<file path="config.mk">
export PLATFORM = sky130hd
export DESIGN_NAME = matmul_load_seq
export DESIGN_NICKNAME = d
export VERILOG_FILES = /design/src/rtl/matmul_load_seq.sv
export SDC_FILE = /design/constraint.sdc
export NUM_CORES = 1
export LEC_CHECK = 0
export BUFFER_PORTS_ARGS = -buffer_cell sky130_fd_sc_hd__buf_4
export CORE_ASPECT_RATIO = 2
export CORE_MARGIN = 2
export CORE_UTILIZATION = 42
export DETAILED_ROUTE_END_ITERATION = 10
export PLACE_DENSITY_LB_ADDON = 0.2
export SLEW_MARGIN = 25
export SYNTH_ARGS = -nofsm -noshare
export SYNTH_HDL_FRONTEND = slang
export SYNTH_SLANG_ARGS = --single-unit
</file>
<file path="constraint.sdc">
create_clock -name clk -period 1.8 [get_ports clk]
set_clock_uncertainty 0.05 [all_clocks]
set_input_delay 0.45 -clock clk [delete_from_list [all_inputs] [get_ports clk]]
set_output_delay 0.45 -clock clk [all_outputs]
set_load 0.02 [all_outputs]
</file>
<file path="src/rtl/matmul_load_seq.sv">
// rtl/matmul_load_seq.sv - operand load sequencer feeding the 1-to-12 demux of the 2x2 by 2x3 matmul
//
// Takes two independent valid/ready word streams (A row-major, B row-major)
// and steers each accepted word onto the demux with its register index.
// Once every A and B word has been presented, a single mult_start pulse is
// issued to kick off the multiply.
//
// Ports:
//   clk, rst              clock; synchronous active-high reset
//   start                 one-cycle load request, only honoured in IDLE
//   a_valid/a_data/a_ready  A operand stream
//   b_valid/b_data/b_ready  B operand stream
//   sel1/dmx_data1        demux A select (3'b110 = no write) and data
//   sel2/dmx_data2        demux B select (3'b110 = no write) and data
//   busy                  high while loading or flushing
//   mult_start            one-cycle pulse after the last operand is written

module matmul_load_seq #(
    parameter int A_COUNT = 4,
    parameter int B_COUNT = 6,
    parameter int DW      = 16
) (
    input  logic          clk,
    input  logic          rst,
    input  logic          start,
    input  logic          a_valid,
    input  logic [DW-1:0] a_data,
    output logic          a_ready,
    input  logic          b_valid,
    input  logic [DW-1:0] b_data,
    output logic          b_ready,
    output logic [2:0]    sel1,
    output logic [2:0]    sel2,
    output logic [DW-1:0] dmx_data1,
    output logic [DW-1:0] dmx_data2,
    output logic          busy,
    output logic          mult_start
);

    typedef enum logic [1:0] {IDLE, LOAD, FLUSH, DONE} state_t;

    localparam logic [2:0] SEL_IDLE = 3'b110;
    localparam logic [2:0] A_FULL   = 3'(A_COUNT);
    localparam logic [2:0] B_FULL   = 3'(B_COUNT);

    state_t          state, state_n;
    logic [2:0]      a_cnt, a_cnt_n;
    logic [2:0]      b_cnt, b_cnt_n;
    logic [2:0]      sel1_n, sel2_n;
    logic [DW-1:0]   dmx_data1_n, dmx_data2_n;
    logic            a_ready_n, b_ready_n, busy_n, mult_start_n;
    logic            a_acc, b_acc;

    always_ff @(posedge clk) begin
        if (rst) begin
            state      <= IDLE;
            a_cnt      <= 3'd0;
            b_cnt      <= 3'd0;
            sel1       <= SEL_IDLE;
            sel2       <= SEL_IDLE;
            dmx_data1  <= '0;
            dmx_data2  <= '0;
            a_ready    <= 1'b0;
            b_ready    <= 1'b0;
            busy       <= 1'b0;
            mult_start <= 1'b0;
        end else begin
            state      <= state_n;
            a_cnt      <= a_cnt_n;
            b_cnt      <= b_cnt_n;
            sel1       <= sel1_n;
            sel2       <= sel2_n;
            dmx_data1  <= dmx_data1_n;
            dmx_data2  <= dmx_data2_n;
            a_ready    <= a_ready_n;
            b_ready    <= b_ready_n;
            busy       <= busy_n;
            mult_start <= mult_start_n;
        end
    end

    always_comb begin
        state_n      = state;
        a_cnt_n      = a_cnt;
        b_cnt_n      = b_cnt;
        sel1_n       = SEL_IDLE;
        sel2_n       = SEL_IDLE;
        dmx_data1_n  = dmx_data1;
        dmx_data2_n  = dmx_data2;
        a_ready_n    = 1'b0;
        b_ready_n    = 1'b0;
        busy_n       = 1'b0;
        mult_start_n = 1'b0;

        // The registered readies are only ever high in LOAD with room left,
        // so they double as the "counter below full" qualifier.
        a_acc = (state == LOAD) && a_valid && a_ready;
        b_acc = (state == LOAD) && b_valid && b_ready;

        case (state)
            IDLE: begin
                if (start) begin
                    state_n   = LOAD;
                    a_cnt_n   = 3'd0;
                    b_cnt_n   = 3'd0;
                    a_ready_n = 1'b1;
                    b_ready_n = 1'b1;
                    busy_n    = 1'b1;
                end
            end
            LOAD: begin
                busy_n = 1'b1;
                if (a_acc) begin
                    sel1_n      = a_cnt;
                    dmx_data1_n = a_data;
                    a_cnt_n     = a_cnt + 3'd1;
                end
                if (b_acc) begin
                    sel2_n      = b_cnt;
                    dmx_data2_n = b_data;
                    b_cnt_n     = b_cnt + 3'd1;
                end
                if (a_cnt_n == A_FULL && b_cnt_n == B_FULL) begin
                    state_n = FLUSH;
                end else begin
                    a_ready_n = (a_cnt_n < A_FULL);
                    b_ready_n = (b_cnt_n < B_FULL);
                end
            end
            FLUSH: begin
                // Last word(s) are on the demux this cycle; pulse next cycle.
                state_n      = DONE;
                mult_start_n = 1'b1;
            end
            DONE: begin
                state_n = IDLE;
            end
            default: begin
                state_n = IDLE;
            end
        endcase
    end

endmodule

</file>
# After elaboration in Yosys (flattened, before gate mapping)
# Cells that the tools add are included.
[op_classes]
n_addsub = 2
magnitude_cmp = 2
n_eq_ne = 7
bitwise = 3
n_reduce_logical = 13
muxes = 17
[op_table]
columns = ["cell", "n"]
rows = [
  ["2-to-1 mux 3 bit", 5],
  ["one-hot mux 3 bit (2 select lines)", 2],
  ["one-hot mux 2 bit (4 select lines)", 1],
  ["AND reduction 2 bit", 4],
  ["adder 3 x 1 -> 3 bit (second input constant)", 2],
  ["equality test 3 bit (second input constant)", 2],
  ["< comparator 3 bit (second input constant)", 2],
  ["one-hot mux 1 bit (2 select lines)", 3],
  ["OR reduction 3 bit", 2],
  ["logical AND 1 bit", 5],
  ["equality test 2 bit (second input constant)", 2],
  ["2-to-1 mux 1 bit", 4],
  ["2-to-1 mux 2 bit", 2],
  ["NOT 1 bit", 3],
  ["equality test 2 x 1 -> 1 bit (second input constant)", 1],
  ["logical NOT 2 bit", 1],
  ["inequality test 2 x 1 -> 1 bit (second input constant)", 1],
  ["inequality test 2 bit (second input constant)", 1],
  ["nonzero test 2 bit", 1],
]
[totals]
out_inout_bits = 42
elab_cells = 55
inputBits = 37
regBits = 50

# Depth between registers and ports, before layout
[depth]
ltp_word = 9
mapped_depth = 8
depth_no_buf = 7

# Worst setup path after synthesis
# OpenSTA, ideal clock, no wires.
[synth_timing]
path_type = "register to register"
from = "reg state[1]"
to = "reg state[0]"
path_buffers = 1
arrival_time_ns = 1.667
required_time_ns = 1.631
setup_slack_ns = -0.036
stages_incl_launch_ff = 9
period_less_slack_ns = 1.836
setup_time_ns = 0.119
path_cell_list = "dfxtp_1 inv_1 ha_1 and3_1 buf_4 xnor2_1 o211ai_1 o31a_1 o221a_2"
[synth_via]
elab_chain_len = 9
elab_cells_between_ends = 19
classes_between = "eq/ne (7); mux (5); reduce/logical (7)"
[synth_lines]
columns = ["element", "line_no", "source"]
rows = [
  ["start, declared", "46", "state_t state, state_n;"],
  ["start signal, assigned", "68", "state <= state_n;"],
  ["equality test 2 x 1 -> 1 bit", "97, 98, 100", ""],
  ["logical AND 1 bit (on tied branches) (2 in a row)", "97, 98", ""],
  ["2-to-1 mux 3 bit (on tied branches)", "113, 118", ""],
  ["2-to-1 mux 3 bit", "100", "case (state)"],
  ["equality test 3 bit", "123", "if (a_cnt_n == A_FULL && b_cnt_n == B_FULL) begin"],
  ["logical AND 1 bit", "123", ""],
  ["inequality test 2 x 1 -> 1 bit (no source line)", "-", ""],
  ["AND reduction 2 bit (no source line)", "-", ""],
]
# Several ways; a longest one is shown, not always the timed one. The select of a mux whose other input is x is not followed.
# A chain may end at the register's enable or synchronous reset.

# Final worst setup path
# Ends and elaborated chain as after synthesis.

==> metrics.log <==
[metrics] run status: completed
[metrics] P per Cell Area: 1033 mW/mm²
[metrics] average via count per standard cell: 4.920
[metrics] max-slew violation total from the final report: 0
[metrics] maximum number of pins on one net before global-route repair: 28
[metrics] average instance area after synthesis: 8.261 µm²
[metrics] post-detailed-placement half-perimeter wirelength: 3373 µm
[metrics] overflow left after global routing: 0
[metrics] arrival time worst endpoint: 1.87 ns
[metrics] Die H: 98.91 µm
[metrics] core occupancy in the finished layout: 0.6338
[metrics] dominant cell type by area after synthesis: dfxtp_1
[metrics] number of detailed-routing iterations run before antenna repair: 4
[metrics] startpoint of the worst-slack reg-to-reg timing path: state[1]
[metrics] Crit. Startpoint: state[1]
[metrics] largest driver fanout on the critical path: 8
[metrics] warning count from the yosys run: 0
[metrics] post-synthesis sequential area ratio: 0.5291
[metrics] EDFF count, synth: 0
[metrics] post-synthesis to final-layout area growth: 45.37%
[metrics] max_slew headroom: 0.8098
[metrics] ratio of cells with drive above 1 in the final layout: 0.3605
[metrics] worst hold-check path type: in -> reg
[metrics] final critical delay including setup and external delays: 1.731 ns
[metrics] required time at the worst-slack endpoint: 1.94 ns
[metrics] maxcap violations: 0
[metrics] CTS Sinks: 50
[metrics] Hold Vio Cnt, Final: 0
[metrics] total setup violations reported at the end of the flow: 0
[metrics] Max H-tree Level: 2
[metrics] insertion delay of the later-clocked pin in the worst-skew pair: 0.30 ns
[metrics] setup slack, reg-to-reg: 0.07 ns
[metrics] Worst Hold Launch: b_data[13]
[metrics] cell at the root of the clock tree: clkbuf_8
[metrics] register bit total from synthesis: 50
[metrics] number of buffers inserted by port buffering: 78
[metrics] DRC Markers: 0
[metrics] number of standard-cell rows in the floorplan: 34
[metrics] post-synthesis cell count: 229
[metrics] io pins: 79
[metrics] area of the core region: 0.004339 mm²
[metrics] total vias in the final route: 1835
[metrics] maximum ir drop on the vdd rail: 676.9 µV
[metrics] dpl cell area: 0.002626 mm²
[metrics] Cell variety after synth: 29
[metrics] type of the worst setup path: reg -> reg
[metrics] die extent in x: 51.46 µm
[metrics] WHS: 0.3319 ns
[metrics] post-route total power: 0.002840 W
[metrics] all-layer global routing usage: 0.1913
[metrics] Setup crit start kind: flip-flop
[metrics] final worst path period share: 0.9617
[metrics] RSZ-0062 raised after global routing: true
[metrics] die area: 0.005089 mm²
[metrics] detailed-route wire length per cell: 12.09 µm
[metrics] kind of end point of the critical path: flip-flop
[metrics] ys flop type: dfxtp_1
[metrics] number of DRC markers after the initial detailed-route iteration: 26
[metrics] post-layout instance area: 0.002750 mm²
[metrics] post-synthesis net count: 271
[metrics] Antenna Violating Nets Remaining: 0
[metrics] TritonCTS clock tree: done
[metrics] number of filler cells placed in the layout: 415
[metrics] leak pwr: 1.186 nW
[metrics] GP Congestion: 0.8554
[metrics] worst-margin pin slew: 0.2853 ns
[metrics] starting density of the core: 0.4360
[metrics] Cell Area, Synth: 0.001892 mm²
[metrics] initial antenna violation count: 0
[metrics] multi-input gate area in the final layout: 857.1 µm²
[metrics] Nets: 360
[metrics] wire length reported by the detailed router: 4510 µm
[metrics] count leader, synth: nand2_1
[metrics] wire length of the first global-routing pass: 7417 µm
[metrics] top cells by count, synth: nand2_1 (72), dfxtp_1 (50), a21oi_1 (37), clkbuf_1 (11), nor2_1 (9)
[metrics] Longest Clk Path Bufs: 2
[metrics] area used by sequential logic in the layout: 0.001003 mm²
[metrics] clock slew at the register clock pins of the worst setup and hold paths: 0.09 ns
[metrics] fraction of synthesis flops using an asynchronous set or reset pin: 0
[metrics] Ant. Diodes: 0
[metrics] leading cell types by total area after synthesis: dfxtp_1 (53%), nand2_1 (14%), a21oi_1 (9.8%)
[metrics] area share of the largest cell type after synthesis: 0.5291
[metrics] Fmax: 577.7 MHz
[metrics] Post-CTS Setup Repair Bufs: 0
[metrics] via count of the first global-routing pass: 1725
[metrics] Num CTS Buffers: 5
[routing by layer]
metal	vias up	global-route usage	part of all wire
li1	931	-	-
met1	838	0.1971	0.35
met2	54	0.3471	0.57
met3	12	0.03182	0.048
met4	0	0.1073	0.031
met5	-	0	0
[where the power goes]
part,internal (W),switching (W),total (W)
Clock,0.000275,0.000357,0.000632
Combinational,0.000453,0.000486,0.000939
Sequential,0.00121,0.0000621,0.00127
[cell type report]
class / count / area share
clock buffer: 6 / 0.02639
clock inverter: 2 / 0.005005
inverter: 4 / 0.005460
multi-input combinational: 161 / 0.3116
sequential: 50 / 0.3649
tap: 54 / 0.02457
timing repair buffer: 96 / 0.2621
[worst max-delay path, stage by stage (launching register included)]
cell and delay, ns:
dfxtp_2 0.33, inv_2 0.07, ha_4 0.18, nand4_1 0.10
xnor2_1 0.23, o211ai_1 0.14, o31a_1 0.31, o221a_2 0.22
[through the flow]
| step | worst slack, ns | TNS [ns] | instances |
|---|---|---|---|
| global placement | -0.003956 | -0.003956 | 365 |
| CTS | 0.04325 | 0 | 373 |
| finish | 0.06898 | 0 | 373 |
| floorplan | 0.002264 | 0 | 229 |
| global route | -0.04363 | -0.07599 | 373 |
| detailed placement | -0.02818 | -0.02818 | 365 |
[cells by family (layout without fill, tap and decap cells)]
logic type | count (synthesis) | in the layout | synth area share
buffers and inverters | 18 | 108 | 0.03770
xor gates and xnor gates | 3 | 3 | 0.01389
adders and majority gates | 5 | 5 | 0.03307
muxes | 2 | 2 | 0.01058
and+or+nand+nor | 103 | 103 | 0.2308
DFF | 50 | 50 | 0.5291
AOI/OAI and AO/OA | 48 | 48 | 0.1448
[final timing paths]
check             endpoint  cells past startpoint
max               state[0]                      7
min          dmx_data2[13]                      3
max reg2reg       state[0]                      7
min reg2reg   dmx_data2[0]                      2
[layout by cell type, fill, tap and decap left out, types with 3 or more instances in the layout]
master,count
and3_1,3
a21oi_1,37
nor2_1,9
ha_1,4
buf_4,96
dfxtp_1,48
a22oi_1,3
nand3_1,3
inv_1,3
or3_1,4
nand2_1,72
clkbuf_8,5
[flip-flops by register name, indices dropped and copies added (netlist names)]
register,flops
b_ready,1
state,2
sel2,3
sel1,3
dmx_data1,16
busy,1
b_cnt,3
mult_start,1
dmx_data2,16
a_ready,1
a_cnt,3
[timing repair]
item,CTS,global route
pin swaps,0,5
endpoints found under the setup margin,2,2
endpoints found under the hold margin,0,0
hold buffers,0,0
gates cloned,0,0
gates resized for setup,2,7
(Power assumes the default switching activity.)
